### config.mk
export PLATFORM = sky130hd
export DESIGN_NAME = cxu_mac_unit_flat
export DESIGN_NICKNAME = d
export VERILOG_FILES = /design/src/rtl/cxu_types.sv /design/src/rtl/cxu_interface.sv /design/src/rtl/cxu_resp_fifo.sv /design/src/rtl/cxu_mac_unit.sv /design/src/flat_wrapper.sv
export SDC_FILE = /design/constraint.sdc
export NUM_CORES = 2
export LEC_CHECK = 0
export CAP_MARGIN = 20
export CORE_MARGIN = 2
export CORE_UTILIZATION = 65
export DETAILED_ROUTE_END_ITERATION = 12
export GPL_TIMING_DRIVEN = 0
export PLACE_DENSITY = 0.95
export SETUP_SLACK_MARGIN = 0.5
export SYNTH_ARGS = -nofsm -noshare
export SYNTH_HDL_FRONTEND = slang
export SYNTH_HIERARCHICAL = 1
export SYNTH_SLANG_ARGS = --single-unit
### constraint.sdc
create_clock -name clk -period 11.7 [get_ports clk]
set_input_delay 1.17 -clock clk [delete_from_list [all_inputs] [get_ports clk]]
set_output_delay 1.17 -clock clk [all_outputs]
set_load 0.05 [all_outputs]
### src/rtl/cxu_types.sv
// Shared widths, function codes, status codes and response record for CXU responders.
// Latency: n/a (types only).
// Backpressure: n/a (types only).
package cxu_types;

   localparam int CXU_ID_W           = 4;
   localparam int C_M_CXU_STATE_ID_W = 3;
   localparam int FUNC_W             = 3;
   localparam int INSN_W             = 32;
   localparam int DATA_W             = 32;
   localparam int REQ_ID_W           = 8;
   localparam int STATUS_W           = 2;

   typedef enum logic [FUNC_W-1:0] {
      ADD   = 3'd0,
      MAC   = 3'd1,
      RDACC = 3'd2,
      CLR   = 3'd3
   } cxu_mac_func_t;

   localparam logic [STATUS_W-1:0] STATUS_OK        = 2'd0;
   localparam logic [STATUS_W-1:0] STATUS_BAD_FUNC  = 2'd1;
   localparam logic [STATUS_W-1:0] STATUS_BAD_STATE = 2'd2;
   localparam logic [STATUS_W-1:0] STATUS_BAD_CXU   = 2'd3;

   typedef struct packed {
      logic [DATA_W-1:0]   data;
      logic [STATUS_W-1:0] status;
      logic [REQ_ID_W-1:0] id;
   } cxu_resp_t;

endpackage

### src/rtl/cxu_interface.sv
// CXU request/response channel bundle between a core (master) and a custom unit (slave).
// Latency: n/a (wires only).
// Backpressure: valid/ready on both the request and the response channel.
interface cxu_interface;
   import cxu_types::*;

   logic                          req_valid;
   logic                          req_ready;
   logic [CXU_ID_W-1:0]           req_cxu;
   logic [C_M_CXU_STATE_ID_W-1:0] req_state;
   logic [FUNC_W-1:0]             req_func;
   logic [INSN_W-1:0]             req_insn;
   logic [DATA_W-1:0]             req_data0;
   logic [DATA_W-1:0]             req_data1;
   logic [REQ_ID_W-1:0]           req_id;

   logic                          resp_valid;
   logic                          resp_ready;
   logic [DATA_W-1:0]             resp_data;
   logic [STATUS_W-1:0]           resp_status;
   logic [REQ_ID_W-1:0]           resp_id;

   modport master (
      output req_valid, req_cxu, req_state, req_func, req_insn, req_data0, req_data1, req_id,
      input  req_ready,
      input  resp_valid, resp_data, resp_status, resp_id,
      output resp_ready
   );

   modport slave (
      input  req_valid, req_cxu, req_state, req_func, req_insn, req_data0, req_data1, req_id,
      output req_ready,
      output resp_valid, resp_data, resp_status, resp_id,
      input  resp_ready
   );

endinterface

### src/rtl/cxu_resp_fifo.sv
// Shift-register response FIFO; entry 0 is always the head, so outputs come straight from flops.
// Latency: a push is visible at the head the cycle after it when the FIFO was empty.
// Backpressure: the caller reserves a slot before pushing (credits), so push is never issued when full.
module cxu_resp_fifo
   import cxu_types::*;
#(
   parameter int DEPTH = 4,
   parameter int CNT_W = $clog2(DEPTH + 1)
) (
   input  logic             clk,
   input  logic             rst,
   input  logic             push_vld,
   input  cxu_resp_t        push_dat,
   input  logic             pop,
   output logic             head_vld,
   output cxu_resp_t        head_dat,
   output logic [CNT_W-1:0] count
);

   cxu_resp_t        ent [DEPTH];
   logic [CNT_W-1:0] cnt;
   logic             pop_ok;
   logic [CNT_W-1:0] wr_idx;

   assign pop_ok = pop && (cnt != '0);
   // A simultaneous pop shifts everything down one slot, so the new entry lands one lower.
   assign wr_idx = pop_ok ? cnt - CNT_W'(1) : cnt;

   // Shift on pop, write the tail slot on push, keep the occupancy count.
   always_ff @(posedge clk) begin
      if (rst) begin
         for (int i = 0; i < DEPTH; i++) ent[i] <= '0;
         cnt <= '0;
      end else begin
         if (pop_ok) begin
            for (int i = 0; i < DEPTH - 1; i++) ent[i] <= ent[i+1];
            ent[DEPTH-1] <= '0;
         end
         if (push_vld) begin
            for (int i = 0; i < DEPTH; i++) begin
               if (CNT_W'(i) == wr_idx) ent[i] <= push_dat;
            end
         end
         cnt <= cnt + CNT_W'(push_vld) - CNT_W'(pop_ok);
      end
   end

   assign head_vld = (cnt != '0);
   assign head_dat = ent[0];
   assign count    = cnt;

endmodule

### src/rtl/cxu_mac_unit.sv
// CXU responder: ADD / MAC / RDACC / CLR against per-state accumulators, in-order responses.
// Latency: accept in cycle N gives resp_valid in N+2 with an empty queue (E1 regs, E2 RMW + push).
// Backpressure: req_ready is a credit check on registered counts; each accept reserves a FIFO slot.
module cxu_mac_unit
   import cxu_types::*;
#(
   parameter int CXU_ID     = 0,
   parameter int NUM_STATES = 4,
   parameter int RESP_DEPTH = 4
) (
   input  logic         clk,
   input  logic         rst,
   cxu_interface.slave  cxu,
   output logic         busy
);

   localparam int               CNT_W        = $clog2(RESP_DEPTH + 1);
   localparam logic [31:0]      NUM_STATES_U = NUM_STATES;

   logic                          accept;
   logic                          pop;
   logic [CNT_W-1:0]              fifo_count;
   logic [CNT_W-1:0]              used;
   logic [STATUS_W-1:0]           req_status;
   logic [DATA_W-1:0]             req_prod;

   logic                          e1_vld;
   logic [C_M_CXU_STATE_ID_W-1:0] e1_state;
   logic [FUNC_W-1:0]             e1_func;
   logic [DATA_W-1:0]             e1_data0;
   logic [DATA_W-1:0]             e1_data1;
   logic [DATA_W-1:0]             e1_prod;
   logic [STATUS_W-1:0]           e1_status;
   logic [REQ_ID_W-1:0]           e1_id;

   logic [DATA_W-1:0]             acc [NUM_STATES];
   logic [DATA_W-1:0]             acc_rd;
   logic [DATA_W-1:0]             acc_wdat;
   logic                          acc_we;
   logic [DATA_W-1:0]             e2_result;

   cxu_resp_t                     push_dat;
   cxu_resp_t                     head_dat;
   logic                          head_vld;
   logic                          unused_insn;

   assign unused_insn = ^cxu.req_insn;

   // Slots spoken for: queued responses plus the one request sitting in E1.
   assign used          = fifo_count + CNT_W'(e1_vld);
   assign cxu.req_ready = !rst && (used != CNT_W'(RESP_DEPTH));
   assign accept        = cxu.req_valid && cxu.req_ready;
   assign pop           = head_vld && cxu.resp_ready;
   assign req_prod      = cxu.req_data0 * cxu.req_data1;

   // Classify the incoming request; earlier checks shadow later ones.
   always_comb begin
      req_status = STATUS_OK;
      if (cxu.req_cxu != CXU_ID_W'(CXU_ID))
         req_status = STATUS_BAD_CXU;
      else if (32'(cxu.req_state) >= NUM_STATES_U)
         req_status = STATUS_BAD_STATE;
      else if (cxu.req_func > FUNC_W'(3))
         req_status = STATUS_BAD_FUNC;
   end

   // E1: capture the accepted request, its status and the truncated product.
   always_ff @(posedge clk) begin
      if (rst) begin
         e1_vld    <= 1'b0;
         e1_state  <= '0;
         e1_func   <= '0;
         e1_data0  <= '0;
         e1_data1  <= '0;
         e1_prod   <= '0;
         e1_status <= '0;
         e1_id     <= '0;
      end else begin
         e1_vld <= accept;
         if (accept) begin
            e1_state  <= cxu.req_state;
            e1_func   <= cxu.req_func;
            e1_data0  <= cxu.req_data0;
            e1_data1  <= cxu.req_data1;
            e1_prod   <= req_prod;
            e1_status <= req_status;
            e1_id     <= cxu.req_id;
         end
      end
   end

   // E2: read the addressed accumulator and compute result / write-back; errors yield 0, no write.
   always_comb begin
      acc_rd    = '0;
      acc_we    = 1'b0;
      acc_wdat  = '0;
      e2_result = '0;
      for (int i = 0; i < NUM_STATES; i++) begin
         if (e1_state == C_M_CXU_STATE_ID_W'(i)) acc_rd = acc[i];
      end
      if (e1_status == STATUS_OK) begin
         case (e1_func)
            ADD:     e2_result = e1_data0 + e1_data1;
            MAC: begin
               acc_wdat  = acc_rd + e1_prod;
               acc_we    = 1'b1;
               e2_result = acc_wdat;
            end
            RDACC:   e2_result = acc_rd;
            CLR:     acc_we    = 1'b1;
            default: e2_result = '0;
         endcase
      end
   end

   // Accumulator write-back; read and write share E2 so consecutive MACs chain without forwarding.
   always_ff @(posedge clk) begin
      if (rst) begin
         for (int i = 0; i < NUM_STATES; i++) acc[i] <= '0;
      end else if (e1_vld && acc_we) begin
         for (int i = 0; i < NUM_STATES; i++) begin
            if (e1_state == C_M_CXU_STATE_ID_W'(i)) acc[i] <= acc_wdat;
         end
      end
   end

   assign push_dat = {e2_result, e1_status, e1_id};

   cxu_resp_fifo #(
      .DEPTH (RESP_DEPTH),
      .CNT_W (CNT_W)
   ) u_resp_fifo (
      .clk      (clk),
      .rst      (rst),
      .push_vld (e1_vld),
      .push_dat (push_dat),
      .pop      (pop),
      .head_vld (head_vld),
      .head_dat (head_dat),
      .count    (fifo_count)
   );

   assign cxu.resp_valid  = head_vld;
   assign cxu.resp_data   = head_dat.data;
   assign cxu.resp_status = head_dat.status;
   assign cxu.resp_id     = head_dat.id;
   assign busy            = e1_vld || (fifo_count != '0);

endmodule

### src/flat_wrapper.sv
// flat-port wrapper written by rule: the top's interface ports become plain ports
module cxu_mac_unit_flat import cxu_types::*;
#(
   parameter int CXU_ID     = 0,
   parameter int NUM_STATES = 4,
   parameter int RESP_DEPTH = 4
)
  (clk, rst, busy, cxu_req_valid, cxu_req_cxu, cxu_req_state, cxu_req_func, cxu_req_insn, cxu_req_data0, cxu_req_data1, cxu_req_id, cxu_req_ready, cxu_resp_valid, cxu_resp_data, cxu_resp_status, cxu_resp_id, cxu_resp_ready);
  cxu_interface cxu_i ();
  input  logic clk;
  input  logic rst;
  output logic busy;
  input wire logic [$bits(cxu_i.req_valid)-1:0] cxu_req_valid;
  input wire logic [$bits(cxu_i.req_cxu)-1:0] cxu_req_cxu;
  input wire logic [$bits(cxu_i.req_state)-1:0] cxu_req_state;
  input wire logic [$bits(cxu_i.req_func)-1:0] cxu_req_func;
  input wire logic [$bits(cxu_i.req_insn)-1:0] cxu_req_insn;
  input wire logic [$bits(cxu_i.req_data0)-1:0] cxu_req_data0;
  input wire logic [$bits(cxu_i.req_data1)-1:0] cxu_req_data1;
  input wire logic [$bits(cxu_i.req_id)-1:0] cxu_req_id;
  output wire logic [$bits(cxu_i.req_ready)-1:0] cxu_req_ready;
  output wire logic [$bits(cxu_i.resp_valid)-1:0] cxu_resp_valid;
  output wire logic [$bits(cxu_i.resp_data)-1:0] cxu_resp_data;
  output wire logic [$bits(cxu_i.resp_status)-1:0] cxu_resp_status;
  output wire logic [$bits(cxu_i.resp_id)-1:0] cxu_resp_id;
  input wire logic [$bits(cxu_i.resp_ready)-1:0] cxu_resp_ready;
  assign cxu_i.req_valid = cxu_req_valid;
  assign cxu_i.req_cxu = cxu_req_cxu;
  assign cxu_i.req_state = cxu_req_state;
  assign cxu_i.req_func = cxu_req_func;
  assign cxu_i.req_insn = cxu_req_insn;
  assign cxu_i.req_data0 = cxu_req_data0;
  assign cxu_i.req_data1 = cxu_req_data1;
  assign cxu_i.req_id = cxu_req_id;
  assign cxu_req_ready = cxu_i.req_ready;
  assign cxu_resp_valid = cxu_i.resp_valid;
  assign cxu_resp_data = cxu_i.resp_data;
  assign cxu_resp_status = cxu_i.resp_status;
  assign cxu_resp_id = cxu_i.resp_id;
  assign cxu_i.resp_ready = cxu_resp_ready;
  cxu_mac_unit #(.CXU_ID(CXU_ID), .NUM_STATES(NUM_STATES), .RESP_DEPTH(RESP_DEPTH)) u_core (.clk(clk), .rst(rst), .cxu(cxu_i), .busy(busy));
endmodule
# Word level (Yosys, flattened, before mapping)

Memory sizes are Yosys's and may differ from the RTL's.
Cells that the tools add are included.

$add $sub $neg: 5
Multipliers: 1
$lt $le $gt $ge: 2
Eq/ne operators: 10
Mux-type cells: 63
Bitwise logic cells: 12
Reduce and logical (&&, ||, !) cells: 14

Operator list:

| cell                                                      | number |
|---|---|
| 2-to-1 mux 32 bit                                         | 11 |
| 2-to-1 mux 42 bit                                         | 8 |
| one-hot mux 32 bit (3 select lines)                       | 1 |
| adder 32 bit                                              | 2 |
| 2-to-1 mux 1 bit                                          | 40 |
| multiplier 32 x 32 -> 32 bit                              | 1 |
| == test 3 x 2 -> 1 bit (second input constant)            | 4 |
| bitwise OR 1 bit                                          | 12 |
| logical NOT 3 bit                                         | 3 |
| == test 2 x 3 -> 1 bit (first input constant)             | 2 |
| == test 3 x 1 -> 1 bit (second input constant)            | 2 |
| logical AND 1 bit                                         | 5 |
| 2-to-1 mux 2 bit                                          | 2 |
| nonzero test 4 bit                                        | 1 |
| adder 3 x 1 -> 3 bit                                      | 1 |
| == test 1 x 3 -> 1 bit (first input constant)             | 1 |
| greater-or-equal comparator 3 bit (second input constant) | 1 |
| > comparator 3 x 2 -> 1 bit (second input constant)       | 1 |
| 2-to-1 mux 3 bit                                          | 1 |
| inequality test 3 bit (second input constant)             | 1 |
| nonzero test 3 bit                                        | 1 |
| subtractor 3 x 1 -> 3 bit                                 | 1 |
| subtractor 3 x 1 -> 3 bit (second input constant)         | 1 |
| logical NOT 2 bit                                         | 1 |
| 3 further kinds                                           | 3 |

Flip-flop bits (word level): 116
Memory bits (writable): 296
Output and inout port bits: 45
Word-level logic and storage cells: 118
Memories kept: 2

Memory list:

| name                   | words | bits a word | rd ports | clocked after Yosys merged registers in | write ports | RTL line            | text |
|---|---|---|---|---|---|---|---|
| u_core.u_resp_fifo.ent | 4     | 42          | 4        | 0                                       | 4           | cxu_resp_fifo.sv:20 | `cxu_resp_t ent [DEPTH];` |
| u_core.acc             | 4     | 32          | 4        | 0                                       | 4           | cxu_mac_unit.sv:36  | `logic [DATA_W-1:0] acc [NUM_STATES];` |

# Longest topological paths before layout

Word-level depth: 10
Gate-level depth with buffers: 29

# Hierarchy

Netlist, hierarchy kept.

Modules (own cells, without submodules):

| module        | times used | cells an instance | area each (µm²) | sequential area each (µm²) |
|---|---|---|---|---|
| cxu_mac_unit  | 1          | 3136              | 29025.3         | 6105.9 |
| cxu_resp_fifo | 1          | 546               | 7502.2          | 5104.9 |

# Least setup slack after synthesis

No wires, ideal clock.

Kind: in2reg
From: input port cxu_req_data0[14]
To: register u_core.e1_prod[31]
Library setup time: 0.130 ns
Arrival time: 7.304 ns
Required time: 11.570 ns
Path slack: 4.266 ns
Stages: 24
Buffers on the path: 2
Cell sequence: clkbuf_1 -> clkbuf_1 -> nand2_1 -> fa_1 -> fa_1 -> fa_1 -> fa_1 -> inv_1 -> fa_1 -> inv_1 -> fa_1 -> inv_1 -> fa_1 -> fa_1 -> ha_1 -> a21oi_1 -> o221ai_1 -> a21oi_1 -> nand2b_1 -> a31o_2 -> o2111ai_1 -> a21oi_1 -> xnor2_1 -> o21ai_0

Longest elaborated chain between the ends: 1

Ends and longest elaborated chain:

| item                         | RTL line           | text |
|---|---|---|
| start, declared              | flat_wrapper.sv:18 | `input wire logic [$bits(cxu_i.req_data0)-1:0] cxu_req_data0;` |
| multiplier 32 x 32 -> 32 bit | cxu_mac_unit.sv:54 | `assign req_prod = cxu.req_data0 * cxu.req_data1;` |
| end signal, assigned         | cxu_mac_unit.sv:85 | `e1_prod <= req_prod;` |
| end, declared                | cxu_mac_unit.sv:32 | `logic [DATA_W-1:0] e1_prod;` |

No other way between the ends.
A chain may end at the register's enable or synchronous reset.

# Worst setup path in the final report

From: input port cxu_req_data0[6]
To: register u_core.e1_prod[31]

Same word-level chain as after synthesis.

==> results.md <==
- Status: finished clean
- DP HPWL: 88800 µm
- HP Class: flip-flop to flip-flop
- Fin crit period: ~9.2 ns
- Top-count cell post-synth: nand2_1
- Die height: ~240 µm
- Post-Syn Area per Cell: 9.92 µm²
- Initial antenna violation count: 4
- Post-synth ARST share: 0
- IO buf count: 123
- Final clock skew: between 0.03 and 0.04 ns
- Nets: ~4600
- Crit path required time: 12.12 ns
- Final setup fails: 0
- Metal2 WL: 51900 µm
- I/O pins: 163
- CP Max Fanout: 11
- Setup Fix Bufs, Post-CTS: 0
- Distinct cells, synth: 77
- Final Hold Fails: 0
- CTS Buf Count: 44
- Total Routing Usage GR: 0.412
- CTS max path bufs: 3
- M1 WL: approximately 38000 µm
- Crit path arrival time: around 9.7 ns
- Fmax: 0.108 GHz
- Die Span X: 241 µm
- Drt via density: 6.42
- Post-synth EDFFs: between 200 and 300
- Reg clk slew, reported paths: 0.06 ns
- Gpl congestion: 1.00
- TritonCTS clock tree: done
- Max-slew violation count: 0
- CP Launch Type: input pin
- Post-Syn Area: 36500 µm²
- DIE AREA: roughly 58000 µm²
- Drt total wl: 116000 µm
- Max cap viols: 0
- Starting density of the core: 0.660
- Commonest cells in the netlist: 518 x nand2_1, 417 x inv_1, 411 x fa_1
- H-tree levels: 2
- Routed wl met3: 15600 µm
- Share of Yosys cell area claimed by the top area cell type: 0.243
- Root Buffer: clkbuf_16
- Grt total ovfl: 0
- RSZ-0062 raised after global routing: false
- Total number of yosys warnings: 6
- Ys flop type: edfxtp_1
- Largest net degree at the start of global routing: 43
- # DRC: 0
- Slew headroom: 0.210
- Top cells by area, synth: edfxtp_1 24%, fa_1 23%, ha_1 6.5%
- Leading area contributor after synthesis: edfxtp_1
- Share of layout cells above drive strength 1: 0.0409
- CTS Hold Bufs: 0
- Gate Count Post-Synth: 3682
- Via count: 29852
- Crit path capture type: flip-flop
- Yosys reg bits: ~410
- WL per Instance: 25.0 µm
- TNS Setup: 0 ns
- Final Cycle Share: 0.790
- Seq/Total Area, Yosys: 0.307
- Clock sinks: 412
- Core area: 55300 µm²
- Post-route antenna net violation count: 0
- CP Class: input pin to flip-flop
- Post-synth net total: about 4400
- FP Rows: between 80 and 90
- Iteration-0 DRC Markers: 3783
- First-pass GRT wire length: 177000 µm
- Area growth, synth to finish: 10.3%
- Vias in the first global route: 30997
- Least-Margin Pin Slew: 1.19 ns
- Drt pass-1 iters: 10
- Top routing layer in use: met5
- Skew-Pair Late Insertion Delay: 0.58 ns
- Post-cts repair resize count: 0
-- final cells by class --
cell class,count,area (µm²)
Clock buffer,64,1260
Buffer,212,870
Fill cell,3797,15000
Clock inverter,16,96.3
Tap cell,748,936
Antenna cell,7,17.5
Sequential cell,412,11200
Timing Repair Buffer,130,1380
Multi-Input combinational cell,2641,22900
Inverter,417,1570
-- registers in the layout, indices dropped and copies added (netlist names) --
signal and cells:
u_core/u_resp_fifo/ent 168, u_core/acc 128, u_core/e1_data0 32, u_core/e1_data1 32, u_core/e1_prod 32, u_core/e1_id 8
u_core/e1_func 3, u_core/e1_state 3, u_core/u_resp_fifo/count 3, u_core/e1_status 2, u_core/e1_vld 1
-- routing by layer --
metal	track usage	vias to the layer above
li1	-	12371
met1	0.489	14318
met2	0.640	2457
met3	0.117	702
met4	0.313	4
met5	0	-
-- through the flow --
stage	setup slack (ns)	area, µm²	std cells	utilization	hold slack, ns
floorplan	4.27	36500	3682	-	0.436
global placement	2.36	38700	4553	0.700	0.447
detailed placement	2.24	38900	4559	0.703	0.452
CTS	2.81	40300	4639	0.728	0.460
global route	2.29	40300	4640	0.728	0.500
finish	2.45	40300	4647	0.728	0.470
-- final timing paths --
path	start	slack (ns)	cells past startpoint	endpoint
min	u_core/e1_data0[0]$_SDFFE_PP0P_	0.47	2	u_core/e1_data0[0]$_SDFFE_PP0P_
max	cxu_req_data0[6]	2.45	24	u_core/e1_prod[31]$_SDFFE_PP0P_
max reg2reg	u_core/e1_state[0]$_SDFFE_PP0P_	5.23	18	u_core/u_resp_fifo/ent[2][34]$_DFFE_PP_
min reg2reg	u_core/e1_data0[0]$_SDFFE_PP0P_	0.47	2	u_core/e1_data0[0]$_SDFFE_PP0P_
-- cells by family (layout without fill, tap and decap cells) --
group                      after synthesis  in the layout  synth area share
AOI/OAI and AO/OA                      429            429            0.0799
xor gates and xnor gates               139            139            0.0333
adders and majority gates              602            602             0.291
buffers and inverters                  629            839            0.0667
DFF                                    412            412             0.307
muxes                                   77             77            0.0321
other                                    0              7                 0
and+or+nand+nor                       1394           1394             0.190
-- critical path, stage by stage --
cell and delay (ns):
clkdlybuf4s50_1 1.04, clkbuf_1 0.94, and2_1 0.28, fa_1 0.44, fa_1 0.53, inv_1 0.06
fa_1 0.47, fa_1 0.49, inv_1 0.05, ha_1 0.27, ha_1 0.30, fa_1 0.50
inv_1 0.06, fa_1 0.51, inv_1 0.05, ha_1 0.37, o211ai_1 0.10, o21ai_0 0.63
o211ai_1 0.33, a31o_2 0.36, o2111ai_1 0.22, a21oi_1 0.12, xnor2_1 0.24, o21ai_0 0.11
-- cells in the final DEF, fill, tap and decap left out, types with 9 or more instances in the layout --
cell type and n:
o21a_1 11, nor3_1 25, or3_1 13, a31oi_1 11, fa_1 411, clkbuf_1 198, nand3b_1 106, nand2_1 517
clkbuf_16 46, a21oi_1 96, nand2b_1 50, nor2_1 226, o21ai_1 9, mux4_2 32, o21bai_1 13, nand3_1 29
a21o_1 29, and2_1 338, inv_1 417, dfxtp_1 116, ha_1 191, a211oi_1 14, clkdlybuf4s50_1 123, mux2i_1 45
edfxtp_1 296, xnor2_1 94, o21ai_0 108, a22oi_1 20, xor2_1 45, or2_2 9, buf_2 11, nor2b_1 45
buf_1 9, a22o_1 42
Power is not shown: default switching activity piles up to over one toggle a cycle in this logic, so the estimate is an artifact.
